`src/rtl/hazard_pkg.sv`:
```
// Shared types and encodings for the hazard/forwarding scoreboard.
// Entry fields are sized for the widest supported configuration.
package hazard_pkg;

    localparam int RD_W  = 8;
    localparam int LAT_W = 8;

    localparam int FWD_RF  = 0;
    localparam int FWD_MEM = 1;
    localparam int FWD_WB  = 2;

    localparam int LAT_ALU  = 1;
    localparam int LAT_LOAD = 2;

    typedef struct packed {
        logic             valid;
        logic [RD_W-1:0]  rd;
        logic [LAT_W-1:0] lat;
    } entry_t;

    // Zero latency behaves as a single cycle; anything past the tracked depth saturates.
    function automatic logic [LAT_W-1:0] clamp_lat(input int lat, input int depth);
        if (lat < 1)
            return LAT_W'(1);
        else if (lat >= depth)
            return LAT_W'(depth - 1);
        else
            return LAT_W'(lat);
    endfunction

endpackage

```
`src/rtl/sb_port_match.sv`:
```
// Youngest-first search of the in-flight writers for one source operand.
// Produces the hit, whether the value is not yet ready, and the forward stage.
module sb_port_match
    import hazard_pkg::*;
#(
    parameter int NE = 2,
    parameter int AW = 5,
    parameter int SW = 2
) (
    input  entry_t [NE-1:0] ents,
    input  logic [AW-1:0]   rs,
    input  logic            en,
    output logic            hit,
    output logic            hazard,
    output logic [SW-1:0]   sel
);

    always_comb begin
        hit    = 1'b0;
        hazard = 1'b0;
        sel    = '0;
        // Walk oldest to youngest so the youngest match is the one left standing.
        for (int a = NE - 1; a >= 0; a--) begin
            if (en && (rs != '0) && ents[a].valid && (ents[a].rd == RD_W'(rs))) begin
                hit    = 1'b1;
                hazard = LAT_W'(a + 1) < ents[a].lat;
                sel    = hazard ? '0 : SW'(a + 1);
            end
        end
    end

endmodule

```
`src/rtl/hazard_scoreboard.sv`:
```
// Scoreboard of in-flight register writes from EX onward: ID stall,
// flush kill of young entries, and per-port forwarding selects.
module hazard_scoreboard
    import hazard_pkg::*;
#(
    parameter int NREG      = 32,
    parameter int NRD       = 2,
    parameter int DEPTH     = 3,
    parameter int FLUSH_AGE = 1,
    parameter int CW        = 32,
    localparam int AW       = $clog2(NREG),
    localparam int SW       = $clog2(DEPTH)
) (
    input  logic              clk,
    input  logic              reset,
    input  logic              issue_valid,
    input  logic [NRD*AW-1:0] issue_rs,
    input  logic [NRD-1:0]    issue_rs_en,
    input  logic [AW-1:0]     issue_rd,
    input  logic              issue_rd_en,
    input  logic [SW-1:0]     issue_lat,
    input  logic              flush,
    output logic              stall,
    output logic [NRD*SW-1:0] fwd_sel,
    output logic [CW-1:0]     stall_cnt
);

    // The oldest stage is never kept: the register file is write-first,
    // so a writer there is already visible to ID and can be dropped.
    localparam int NE = DEPTH - 1;

    entry_t [NE-1:0] ents;
    entry_t          ins;
    logic [NRD-1:0]  hit;
    logic [NRD-1:0]  haz;

    for (genvar k = 0; k < NRD; k++) begin : g_port
        sb_port_match #(
            .NE (NE),
            .AW (AW),
            .SW (SW)
        ) u_match (
            .ents   (ents),
            .rs     (issue_rs[k*AW +: AW]),
            .en     (issue_rs_en[k]),
            .hit    (hit[k]),
            .hazard (haz[k]),
            .sel    (fwd_sel[k*SW +: SW])
        );
    end

    assign stall = issue_valid & ~flush & (|(hit & haz));

    always_comb begin
        ins = '0;
        if (issue_valid && !stall && !flush && issue_rd_en && (issue_rd != '0)) begin
            ins.valid = 1'b1;
            ins.rd    = RD_W'(issue_rd);
            ins.lat   = clamp_lat(int'(issue_lat), DEPTH);
        end
    end

    always_ff @(posedge clk or negedge reset) begin
        if (!reset) begin
            ents      <= '0;
            stall_cnt <= '0;
        end else begin
            ents[0] <= ins;
            for (int i = 1; i < NE; i++)
                ents[i] <= (flush && (i - 1) < FLUSH_AGE) ? '0 : ents[i-1];
            if (stall && !(&stall_cnt))
                stall_cnt <= stall_cnt + CW'(1);
        end
    end

endmodule

```
`config.mk`:
```
export PLATFORM = sky130hd
export DESIGN_NAME = hazard_scoreboard
export DESIGN_NICKNAME = d
export VERILOG_FILES = /design/src/rtl/hazard_pkg.sv /design/src/rtl/sb_port_match.sv /design/src/rtl/hazard_scoreboard.sv
export SDC_FILE = /design/constraint.sdc
export NUM_CORES = 1
export LEC_CHECK = 0
export ABC_AREA = 1
export BUFFER_PORTS_ARGS = -buffer_cell sky130_fd_sc_hd__buf_2
export CAP_MARGIN = 30
export CORE_MARGIN = 2
export CORE_UTILIZATION = 50
export DETAILED_ROUTE_END_ITERATION = 6
export GPL_TIMING_DRIVEN = 0
export MAX_ROUTING_LAYER = met4
export PLACE_DENSITY = 0.75
export SKIP_LAST_GASP = 1
export SLEW_MARGIN = 20
export SYNTH_ARGS = -nofsm -noshare
export SYNTH_HDL_FRONTEND = slang
export SYNTH_SLANG_ARGS = --single-unit
```
`constraint.sdc`:
```
create_clock -name clk -period 2.6 [get_ports clk]
set_input_delay 0.26 -clock clk [delete_from_list [all_inputs] [get_ports clk]]
set_output_delay 0.26 -clock clk [all_outputs]
set_load 0.02 [all_outputs]
```
Word level (Yosys, flattened, before mapping)
Index checks and enable logic that the tools add are counted.
{ "totals": {"regBits": 66, "out_inout_bits": 37, "in_bits": 24, "word_cells": 61} }
{ "op_classes": {"n_addsub": 1, "mux": 18, "order_cmp": 4, "n_bitwise": 4, "reduce_logical": 23, "eq_ne": 4} }
{ "op_table": {"columns": ["op", "count"], "rows": [
  ["2-to-1 mux 17 bit", 2],
  ["adder 32 x 1 -> 32 bit (second input constant)", 1],
  ["equality test 8 x 5 -> 1 bit", 4],
  ["AND reduction 32 bit", 1],
  ["logical AND 1 bit", 15],
  ["nonzero test 5 bit", 3],
  ["2-to-1 mux 2 bit", 7],
  ["2-to-1 mux 1 bit", 9],
  ["< comparator 1 x 8 -> 1 bit (first input constant)", 1],
  ["< comparator 2 x 8 -> 1 bit (first input constant)", 1],
  ["logical NOT 1 bit", 3],
  ["bitwise AND 1 bit", 2],
  ["bitwise AND 2 bit", 1],
  ["greater-or-equal comparator 2 bit (second input constant)", 1],
  ["< comparator 2 x 1 -> 1 bit (second input constant)", 1],
  ["OR reduction 2 bit", 1],
  ["NOT 1 bit", 1]
]} }

Depth between registers and ports, before layout
Gate-level depths: netlist of the first run.
{ "logic_depth": {"word_depth": 15, "ltp_mapped": 13, "depth_no_buf": 12} }

Hierarchy
Synthesis of the first run repeated with hierarchy kept, for this count alone.
{ "hier_totals": {"cells_unflattened": 587, "hier_area_um2": 3558.4} }
{ "modules_own_cells": {"columns": ["module", "seq_area_each_um2", "area_per_inst_um2", "instances", "cells_per_inst"], "rows": [
  ["hazard_scoreboard", 1201.2, 2717.6, 1, 379],
  ["sb_port_match", 0.0, 420.4, 2, 104]
]} }

Worst setup path after synthesis of the first run
Ideal clock, no wire load.
{ "synth_timing": {"kind": "register -> register", "startpoint": "register stall_cnt[1]", "endpoint": "register stall_cnt[2]", "arrival_time_ns": 1.913, "period_less_slack_ns": 1.979, "path_stages_with_launch": 13, "setup_slack_ns": 0.621, "t_required_ns": 2.533, "setup_time_ns": 0.067, "path_buffers": 1, "cell_sequence": "dfrtp_1 ha_1 nand3_4 nor2_4 nand2_2 nor2_1 nand2_1 nor2_1 nand4_2 nand3_2 buf_6 nand2_1 nand2_1"} }
{ "synth_between": {"elab_chain_len": 3, "elab_cells_between_ends": 4, "cone_classes": "add/sub: 1; reduce/logical: 3"} }
{ "synth_rtl": {"columns": ["element", "line_no", "source"], "rows": [
  ["start, declared", "hazard_scoreboard.sv:25", "output logic [CW-1:0] stall_cnt"],
  ["start signal, assigned", "hazard_scoreboard.sv:72", "stall_cnt <= stall_cnt + CW'(1);"],
  ["branches (longest 3 deep; another with adder 32 x 1 -> 32 bit)", null, null]
]} }
Parallel ways; which one is timed is not known.
A chain may end at the register's enable or synchronous reset.

Worst setup path after layout of the first run
Same ends and word-level chain as after synthesis.

==> out/summary.json, run 1 <==
{
  "maximum_fanout_along_the_worst_path": {"value": 10},
  "place.port_buffers": {"value": 58},
  "final_layout_size_suffix_gt1_frac": {"value": 0.148},
  "status": {"value": "completed"},
  "n_fill_cell": {"value": 586},
  "synth.yosys.seq_area_share": {"value": 0.383},
  "fp.coreArea": {"value": 5990, "unit": "um^2"},
  "worst_skew_pair.late_latency": {"value": 310, "unit": "ps"},
  "layout-area-overhead-vs-synth": {"value": 16.6, "unit": "%"},
  "p_total": {"value": 1.40, "unit": "mW"},
  "ratio_of_final_minimum_period_to_clock_period": {"value": 0.858},
  "number_of_primary_i_o_pins": {"value": 61},
  "ys_warn_count": {"value": 0},
  "chipHeight": {"value": 83.2, "unit": "um"},
  "grt_overflow": {"value": 0},
  "slew_headroom": {"value": 0.602},
  "synthesis.nets": {"value": 483},
  "min_cycle_time_layout": {"value": 2230, "unit": "ps"},
  "routed_via_density": {"value": 5.23},
  "rr_startpoint": {"value": "stall_cnt[1]"},
  "worst_slew_pin_slew": {"value": 595, "unit": "ps"},
  "finalClockSkew": {"value": 5.67, "unit": "ps"},
  "leak_pwr": {"value": 1.96, "unit": "nW"},
  "worst_hold_startpoint": {"value": "issue_lat[1]"},
  "detail-route-antenna-nets": {"value": 0},
  "detailedRoute.firstIterationViolations": {"value": 193},
  "avgRoutedWirePerCell": {"value": 13.7, "unit": "um"},
  "globalRouteTotalUtil": {"value": 0.253},
  "ctsLongestPathBuffers": {"value": 2},
  "fp.dieArea": {"value": 6930, "unit": "um^2"},
  "critical_path.startpoint_type": {"value": "register"},
  "holdCritPathClass": {"value": "in2reg"},
  "timing.critical_path.to_type": {"value": "register"},
  "worst_ep_required_time": {"value": 2840, "unit": "ps"},
  "htree_num_levels": {"value": 2},
  "pwr_density_cell": {"value": 382, "unit": "nW/um^2"},
  "hold_violations": {"value": 0},
  "grt_setup_unrepaired": {"value": "no"},
  "timing.reg2reg.worst_path_depth": {"value": 12},
  "max_freq": {"value": 448, "unit": "MHz"},
  "yosys_register_bits": {"value": 48},
  "insertedDiodeCount": {"value": 0},
  "whs_endpoint": {"value": "ents[0]"},
  "yosys.cell_types.count": {"value": 22},
  "regToRegSetupSlack": {"value": 370, "unit": "ps"},
  "cts_tree": {"value": "yes"},
  "setup_viol_count_final": {"value": 0},
  "cts.reportedPaths.clkPinSlew": {"value": 90, "unit": "ps"},
  "timing.setup.tns": {"value": 0, "unit": "ps"},
  "number_of_antenna_violations_at_the_first_check_in_global_routing": {"value": 0},
  "routability_congestion_estimate_from_global_placement": {"value": 0.962},
  "number_of_cts_inserted_buffers": {"value": 5},
  "ctsRootBufferMaster": {"value": "sky130_fd_sc_hd__clkbuf_8"},
  "finish.net_count": {"value": 550},
  "post_synth_instance_area": {"value": 3140, "unit": "um^2"},
  "fp.dieW": {"value": 83.2, "unit": "um"},
  "post-dp-hpwl": {"value": 6400, "unit": "um"},
  "global_route_wire_length_before_repair": {"value": 14000, "unit": "um"},
  "timing.critical_path.arrival": {"value": 2470, "unit": "ps"},
  "synth_area_per_cell": {"value": 6.85, "unit": "um^2"},
  "min_path_cells": {"value": 2},
  "vdd_ir_drop_max": {"value": 0.298, "unit": "mV"},
  "tritoncts_num_sinks": {"value": 48},
  "first_global_vias": {"value": 2964},
  "instance_count_of_the_mapped_netlist": {"value": 458},
  "max_cap_violations": {"value": 0},
  "path_class": {"value": "reg2reg"},
  "final_slew_viol_count": {"value": 0},
  "drcViolationCount": {"value": 0},
  "drt-pass1-iter-count": {"value": 5},
  "floorplan.rows": {"value": 28},
  "wl": {"value": 8220, "unit": "um"},
  "vias": {"value": 3141},
  "grt_max_degree": {"value": 29},
  "initial_cell_density_of_the_core": {"value": 0.524},
  "worstReg2RegEnd": {"value": "stall_cnt[2]"},
  "post-cts-setup-buffers": {"value": 0}
}
worst max-delay path by stage:
stage | end | from | depth (start not counted)
6_report | stall_cnt[2] | stall_cnt[1] | 12
5_1_grt | stall_cnt[11] | stall_cnt[0] | 12
4_1_cts | stall_cnt[11] | stall_cnt[0] | 12
3_5_place_dp | stall_cnt[25] | stall_cnt[1] | 12
3_3_place_gp | stall_cnt[2] | stall_cnt[0] | 12
2_1_floorplan | stall_cnt[2] | stall_cnt[1] | 12
worst max-delay path, cell delays in order (launching register included):
cell and delay [ps]:
sky130_fd_sc_hd__dfrtp_1 410, sky130_fd_sc_hd__ha_1 310, sky130_fd_sc_hd__nand3_4 150, sky130_fd_sc_hd__nor2_4 160
sky130_fd_sc_hd__nand2_2 100, sky130_fd_sc_hd__nor2_1 120, sky130_fd_sc_hd__nand2_1 60, sky130_fd_sc_hd__nor2_1 150
sky130_fd_sc_hd__nand4_2 210, sky130_fd_sc_hd__nand3_2 220, sky130_fd_sc_hd__buf_6 160, sky130_fd_sc_hd__nand2_1 50
sky130_fd_sc_hd__nand2_1 60
report_power, final:
part           leakage, nW  switching [mW]  total (mW)  internal, mW
sequential           0.667         0.00477       0.757         0.752
combinational         1.24          0.0692       0.103        0.0340
clock               0.0552           0.253       0.539         0.286
cell usage in the layout (no fill, tap or decap), types with 2 or more instances in the layout:
cell type and instances:
sky130_fd_sc_hd__xnor2_1 7, sky130_fd_sc_hd__clkbuf_8 5, sky130_fd_sc_hd__a21oi_1 3, sky130_fd_sc_hd__buf_6 3
sky130_fd_sc_hd__nand3b_1 2, sky130_fd_sc_hd__nand3_1 13, sky130_fd_sc_hd__nor3_1 15, sky130_fd_sc_hd__nor2_1 71
sky130_fd_sc_hd__o22ai_1 2, sky130_fd_sc_hd__clkbuf_1 8, sky130_fd_sc_hd__nand2_2 2, sky130_fd_sc_hd__inv_1 52
sky130_fd_sc_hd__buf_2 61, sky130_fd_sc_hd__o21ai_0 2, sky130_fd_sc_hd__nand2_1 156, sky130_fd_sc_hd__dfrtp_1 48
sky130_fd_sc_hd__nand4_1 41, sky130_fd_sc_hd__xor2_1 26
stage by stage:
stage / utilization / hold WS (ps) / setup WS [ps] / cells / instance area, um^2
floorplan: - / -35.6 / 621 / 458 / 3140
global placement: 0.588 / 446 / 417 / 591 / 3520
detailed placement: 0.591 / 259 / 405 / 592 / 3540
CTS: 0.611 / 120 / 373 / 601 / 3660
global route: 0.611 / 124 / 169 / 601 / 3660
finish: 0.611 / 121 / 370 / 601 / 3660
layer usage:
metal  wire (um)  vias to the layer above  GRT usage
li1            -                     1582          -
met1        3890                     1435      0.344
met2        3680                      113      0.395
met3         557                       11     0.0457
met4          95                        0     0.0581
met5           0                        -          -
repair_timing:
action,CTS,global route
hold buffers,1,0
hold endpoints to repair,20,0
setup endpoints to repair,0,0
resized for setup,0,0
area by class of cell:
class,count,area (um^2),area share
Clock inverter,2,35.0,0.00957
Inverter,52,195,0.0533
Sequential cell,48,1200,0.328
Timing Repair Buffer,60,320,0.0875
Clock buffer,6,72.6,0.0198
Buffer,13,75.1,0.0205
Tap cell,75,93.8,0.0256
Multi-Input combinational cell,345,1670,0.455
synthesized netlist by cell type, drive strengths merged:
| library cell | number | area [um^2] |
|---|---|---|
| nor3 | 15 | 75.1 |
| inv | 52 | 195 |
| nor2 | 72 | 278 |
| o21ai | 2 | 10.0 |
| xor2 | 26 | 228 |
| nand3b | 2 | 15.0 |
| buf | 6 | 48.8 |
| a21oi | 3 | 15.0 |
| dfrtp | 48 | 1200 |
| clkbuf | 7 | 26.3 |
| xnor2 | 7 | 61.3 |
| ha | 1 | 12.5 |
| nand2 | 158 | 598 |
| o22ai | 2 | 12.5 |
| nand4 | 42 | 269 |
| nand3 | 15 | 92.6 |
cell families (layout without fill, tap and decap cells):
kind of cell | count (synthesis) | after routing | share of synthesized area
simple gates | 304 | 304 | 0.423
buf+inv | 65 | 133 | 0.0861
flops | 48 | 48 | 0.383
xor+xnor | 33 | 33 | 0.0921
compound gates | 7 | 7 | 0.0120
fa+ha+maj | 1 | 1 | 0.00399
state kept, by name, indices dropped and copies added (netlist names):
register	flops
ents	16
stall_cnt	32
Note: power is estimated with default switching activity, not from simulation.
==> inputs of run 2 (changes only) <==
--- a/config.mk
+++ b/config.mk
@@ -13,7 +13,7 @@
 export DETAILED_ROUTE_END_ITERATION = 6
 export GPL_TIMING_DRIVEN = 0
 export MAX_ROUTING_LAYER = met4
-export PLACE_DENSITY = 0.75
+export PLACE_DENSITY = 0.73
 export SKIP_LAST_GASP = 1
 export SLEW_MARGIN = 20
 export SYNTH_ARGS = -nofsm -noshare
==> run 2 against run 1 <==
Effect of this change:
- worst setup slack worse by 6.7 ps
- sequential share of layout area unchanged
- design area unchanged
- first-iteration DRC count decreased by 15%
- non-clock buffer count unchanged
- die area is the same
- combinational power about the same
- worst hold slack improved by 11 ps
- total power up 0.27%
==> out/summary.json, run 2 (same netlist as run 1, synthesis figures left out) <==
{
  "vdd_ir_drop_max": {"value": 0.331, "unit": "mV", "change": "+11%"},
  "number_of_primary_i_o_pins": {"value": 61, "change": "unchanged"},
  "max_cap_violations": {"value": 0, "change": "unchanged"},
  "fp.dieW": {"value": 83.2, "unit": "um", "change": "unchanged"},
  "first_global_vias": {"value": 3013, "change": "+1.7%"},
  "ctsRootBufferMaster": {"value": "sky130_fd_sc_hd__clkbuf_8"},
  "final_slew_viol_count": {"value": 0, "change": "unchanged"},
  "timing.reg2reg.worst_path_depth": {"value": 12, "change": "unchanged"},
  "instances_no_fill": {"value": 601, "change": "unchanged"},
  "finish.net_count": {"value": 550, "change": "unchanged"},
  "internal-power": {"value": 1.07, "unit": "mW", "change": "about the same"},
  "slew_headroom": {"value": 0.610, "change": "+0.00802"},
  "final_common_cell": {"value": "sky130_fd_sc_hd__nand2_1"},
  "fp.dieArea": {"value": 6930, "unit": "um^2", "change": "unchanged"},
  "global_route_wire_length_before_repair": {"value": 14000, "unit": "um", "change": "about the same"},
  "min_cycle_time_layout": {"value": 2240, "unit": "ps", "change": "+6.72 ps"},
  "number_of_cts_inserted_buffers": {"value": 5, "change": "unchanged"},
  "wl": {"value": 8080, "unit": "um", "change": "-1.8%"},
  "post-route-util": {"value": 0.611, "change": "unchanged"},
  "post-dp-hpwl": {"value": 6400, "unit": "um", "change": "about the same"},
  "worstSetupStartpoint": {"value": "stall_cnt[0]"},
  "max_stage_delay": {"value": 420, "unit": "ps", "change": "about the same"},
  "worst_skew_pair.late_latency": {"value": 310, "unit": "ps", "change": "about the same"},
  "vias": {"value": 3067, "change": "-2.4%"},
  "pwr_density_cell": {"value": 383, "unit": "nW/um^2", "change": "+0.27%"},
  "insertedDiodeCount": {"value": 0, "change": "unchanged"},
  "tritoncts_num_sinks": {"value": 48, "change": "unchanged"},
  "routed_via_density": {"value": 5.10, "change": "-2.4%"},
  "worst_ep_required_time": {"value": 2850, "unit": "ps", "change": "about the same"},
  "drt-pass1-iter-count": {"value": 4, "change": "-1"},
  "cts.reportedPaths.clkPinSlew": {"value": 90, "unit": "ps", "change": "about the same"},
  "status": {"value": "completed"},
  "globalRouteTotalUtil": {"value": 0.252, "change": "-0.000807"},
  "max_freq": {"value": 447, "unit": "MHz", "change": "-0.30%"},
  "detailedRoute.firstIterationViolations": {"value": 164, "change": "-15%"},
  "ctsLongestPathBuffers": {"value": 2, "change": "unchanged"},
  "rr_startpoint": {"value": "stall_cnt[0]"},
  "initial_cell_density_of_the_core": {"value": 0.524, "change": "unchanged"},
  "timing.setup.tns": {"value": 0, "unit": "ps", "change": "unchanged"},
  "registers.top_by_ff_count": {"value": "stall_cnt"},
  "netSwitchingFraction": {"value": 0.236, "change": "+0.00202"},
  "layout-area-overhead-vs-synth": {"value": 16.6, "unit": "%", "change": "unchanged"},
  "worst_slew_pin_slew": {"value": 583, "unit": "ps", "change": "-12.0 ps"},
  "number_of_antenna_violations_at_the_first_check_in_global_routing": {"value": 0, "change": "unchanged"},
  "holdCritPathClass": {"value": "in2reg"},
  "leak_pwr": {"value": 1.96, "unit": "nW", "change": "unchanged"},
  "post-cts-setup-buffers": {"value": 0, "change": "unchanged"},
  "power.share.sequential": {"value": 0.540, "change": "about the same"},
  "critical_path.most_common_cell": {"value": "sky130_fd_sc_hd__nand2_1"},
  "timing.critical_path.to": {"value": "stall_cnt[13]"},
  "worst_hold_startpoint": {"value": "issue_lat[1]"},
  "detail-route-antenna-nets": {"value": 0, "change": "unchanged"},
  "cells_along_the_critical_path": {"value": "ha_1 -> nand3_4 -> nor2_4 -> nand2_2 -> nor2_1 -> nand2_1 -> nor2_1 -> nand4_2 -> nand3_2 -> buf_6 -> nand2_1 -> nand2_1"},
  "grt_setup_unrepaired": {"value": "no"},
  "place.port_buffers": {"value": 58, "change": "unchanged"},
  "critical_path.startpoint_type": {"value": "register"},
  "placed_cells": {"value": 592, "change": "unchanged"},
  "grt_max_degree": {"value": 30, "change": "+3.4%"},
  "fp.coreArea": {"value": 5990, "unit": "um^2", "change": "unchanged"},
  "timing.critical_path.arrival": {"value": 2490, "unit": "ps", "change": "+20 ps"},
  "hold_violations": {"value": 0, "change": "unchanged"},
  "timing.critical_path.to_type": {"value": "register"},
  "cts_tree": {"value": "yes"},
  "worstReg2RegEnd": {"value": "stall_cnt[13]"},
  "cp_slowest_cell": {"value": "sky130_fd_sc_hd__dfrtp_1"},
  "htree_num_levels": {"value": 2, "change": "unchanged"},
  "maximum_fanout_along_the_worst_path": {"value": 10, "change": "unchanged"},
  "regToRegSetupSlack": {"value": 360, "unit": "ps", "change": "about the same"},
  "finalClockSkew": {"value": 8.63, "unit": "ps", "change": "+2.96 ps"},
  "biggestRegsByFlops": {"value": "stall_cnt x32, ents x16"},
  "clkPwrFrac": {"value": 0.388, "change": "+0.003"},
  "whs": {"value": 132, "unit": "ps", "change": "+11.2 ps"},
  "power.switching": {"value": 331, "unit": "uW", "change": "+1.1%"},
  "path_class": {"value": "reg2reg"},
  "floorplan.rows": {"value": 28, "change": "unchanged"},
  "max_ffs_per_register": {"value": 32, "change": "unchanged"},
  "ratio_of_final_minimum_period_to_clock_period": {"value": 0.860, "change": "+0.00259"},
  "avgRoutedWirePerCell": {"value": 13.4, "unit": "um", "change": "-1.8%"},
  "routability_congestion_estimate_from_global_placement": {"value": 0.951, "change": "-1.1%"},
  "drcViolationCount": {"value": 0, "change": "unchanged"},
  "share_comb_of_total_power": {"value": 0.072, "change": "-0.002"},
  "chipHeight": {"value": 83.2, "unit": "um", "change": "unchanged"},
  "final_layout_size_suffix_gt1_frac": {"value": 0.148, "change": "unchanged"},
  "setup_viol_count_final": {"value": 0, "change": "unchanged"},
  "final_cell_mix": {"value": "sky130_fd_sc_hd__nand2_1 (156), sky130_fd_sc_hd__nor2_1 (71), sky130_fd_sc_hd__buf_2 (61)"},
  "grt_overflow": {"value": 0, "change": "unchanged"}
}
-- run 2: worst max-delay path: cells and delay by family (launching register included) --
family        cells  cell delay, ps
fa+ha+maj         1             320
buf+inv           1             170
flops             1             420
simple gates     10            1260
-- run 2: how the worst min path moves through the flow --
| stage | cells after the start | slack (ps) | endpoint |
|---|---|---|---|
| detailed placement | 1 | 250 | stall_cnt[6] |
| global route | 2 | 120 | ents[0] |
| global placement | 2 | 450 | ents[0] |
| floorplan | 0 | -40 | ents[0] |
| finish | 2 | 130 | ents[0] |
| CTS | 2 | 120 | ents[0] |
-- run 2: repair_timing --
action	CTS	global route
hold endpoints to repair	19	0
hold buffers	1	0
gates resized for setup	0	0
-- run 2: through the flow --
step / instance area, um^2 / total power, mW / setup slack, ps
floorplan: 3140 / 0.818 / 621
global placement: 3520 / 0.868 / 393
detailed placement: 3540 / 0.874 / 392
CTS: 3660 / 1.41 / 347
global route: 3660 / 1.46 / 117
finish: 3660 / 1.40 / 363
-- run 2: power by group through the flow --
stage / combinational, mW / sequential, mW / clock, mW
after floorplan: 0.0455 / 0.773 / 0
after global placement: 0.0958 / 0.772 / 0
after detailed placement: 0.102 / 0.772 / 0
after CTS: 0.103 / 0.757 / 0.552
after global routing: 0.118 / 0.758 / 0.580
final: 0.102 / 0.757 / 0.544
-- run 2: metal layers --
layer / global-route usage / part of all wire
met5: - / 0
met2: 0.399 / 0.46
met3: 0.0398 / 0.049
met4: 0.0715 / 0.021
met1: 0.337 / 0.47
-- run 2: area by class of cell --
class / count / area [um^2]
tap: 75 / 93.8
fill: 577 / 2330
inverter: 52 / 195
multi-input combinational: 345 / 1670
clock buffer: 6 / 72.6
clock inverter: 2 / 35.0
timing repair buffer: 60 / 320
sequential: 48 / 1200
buffer: 13 / 75.1
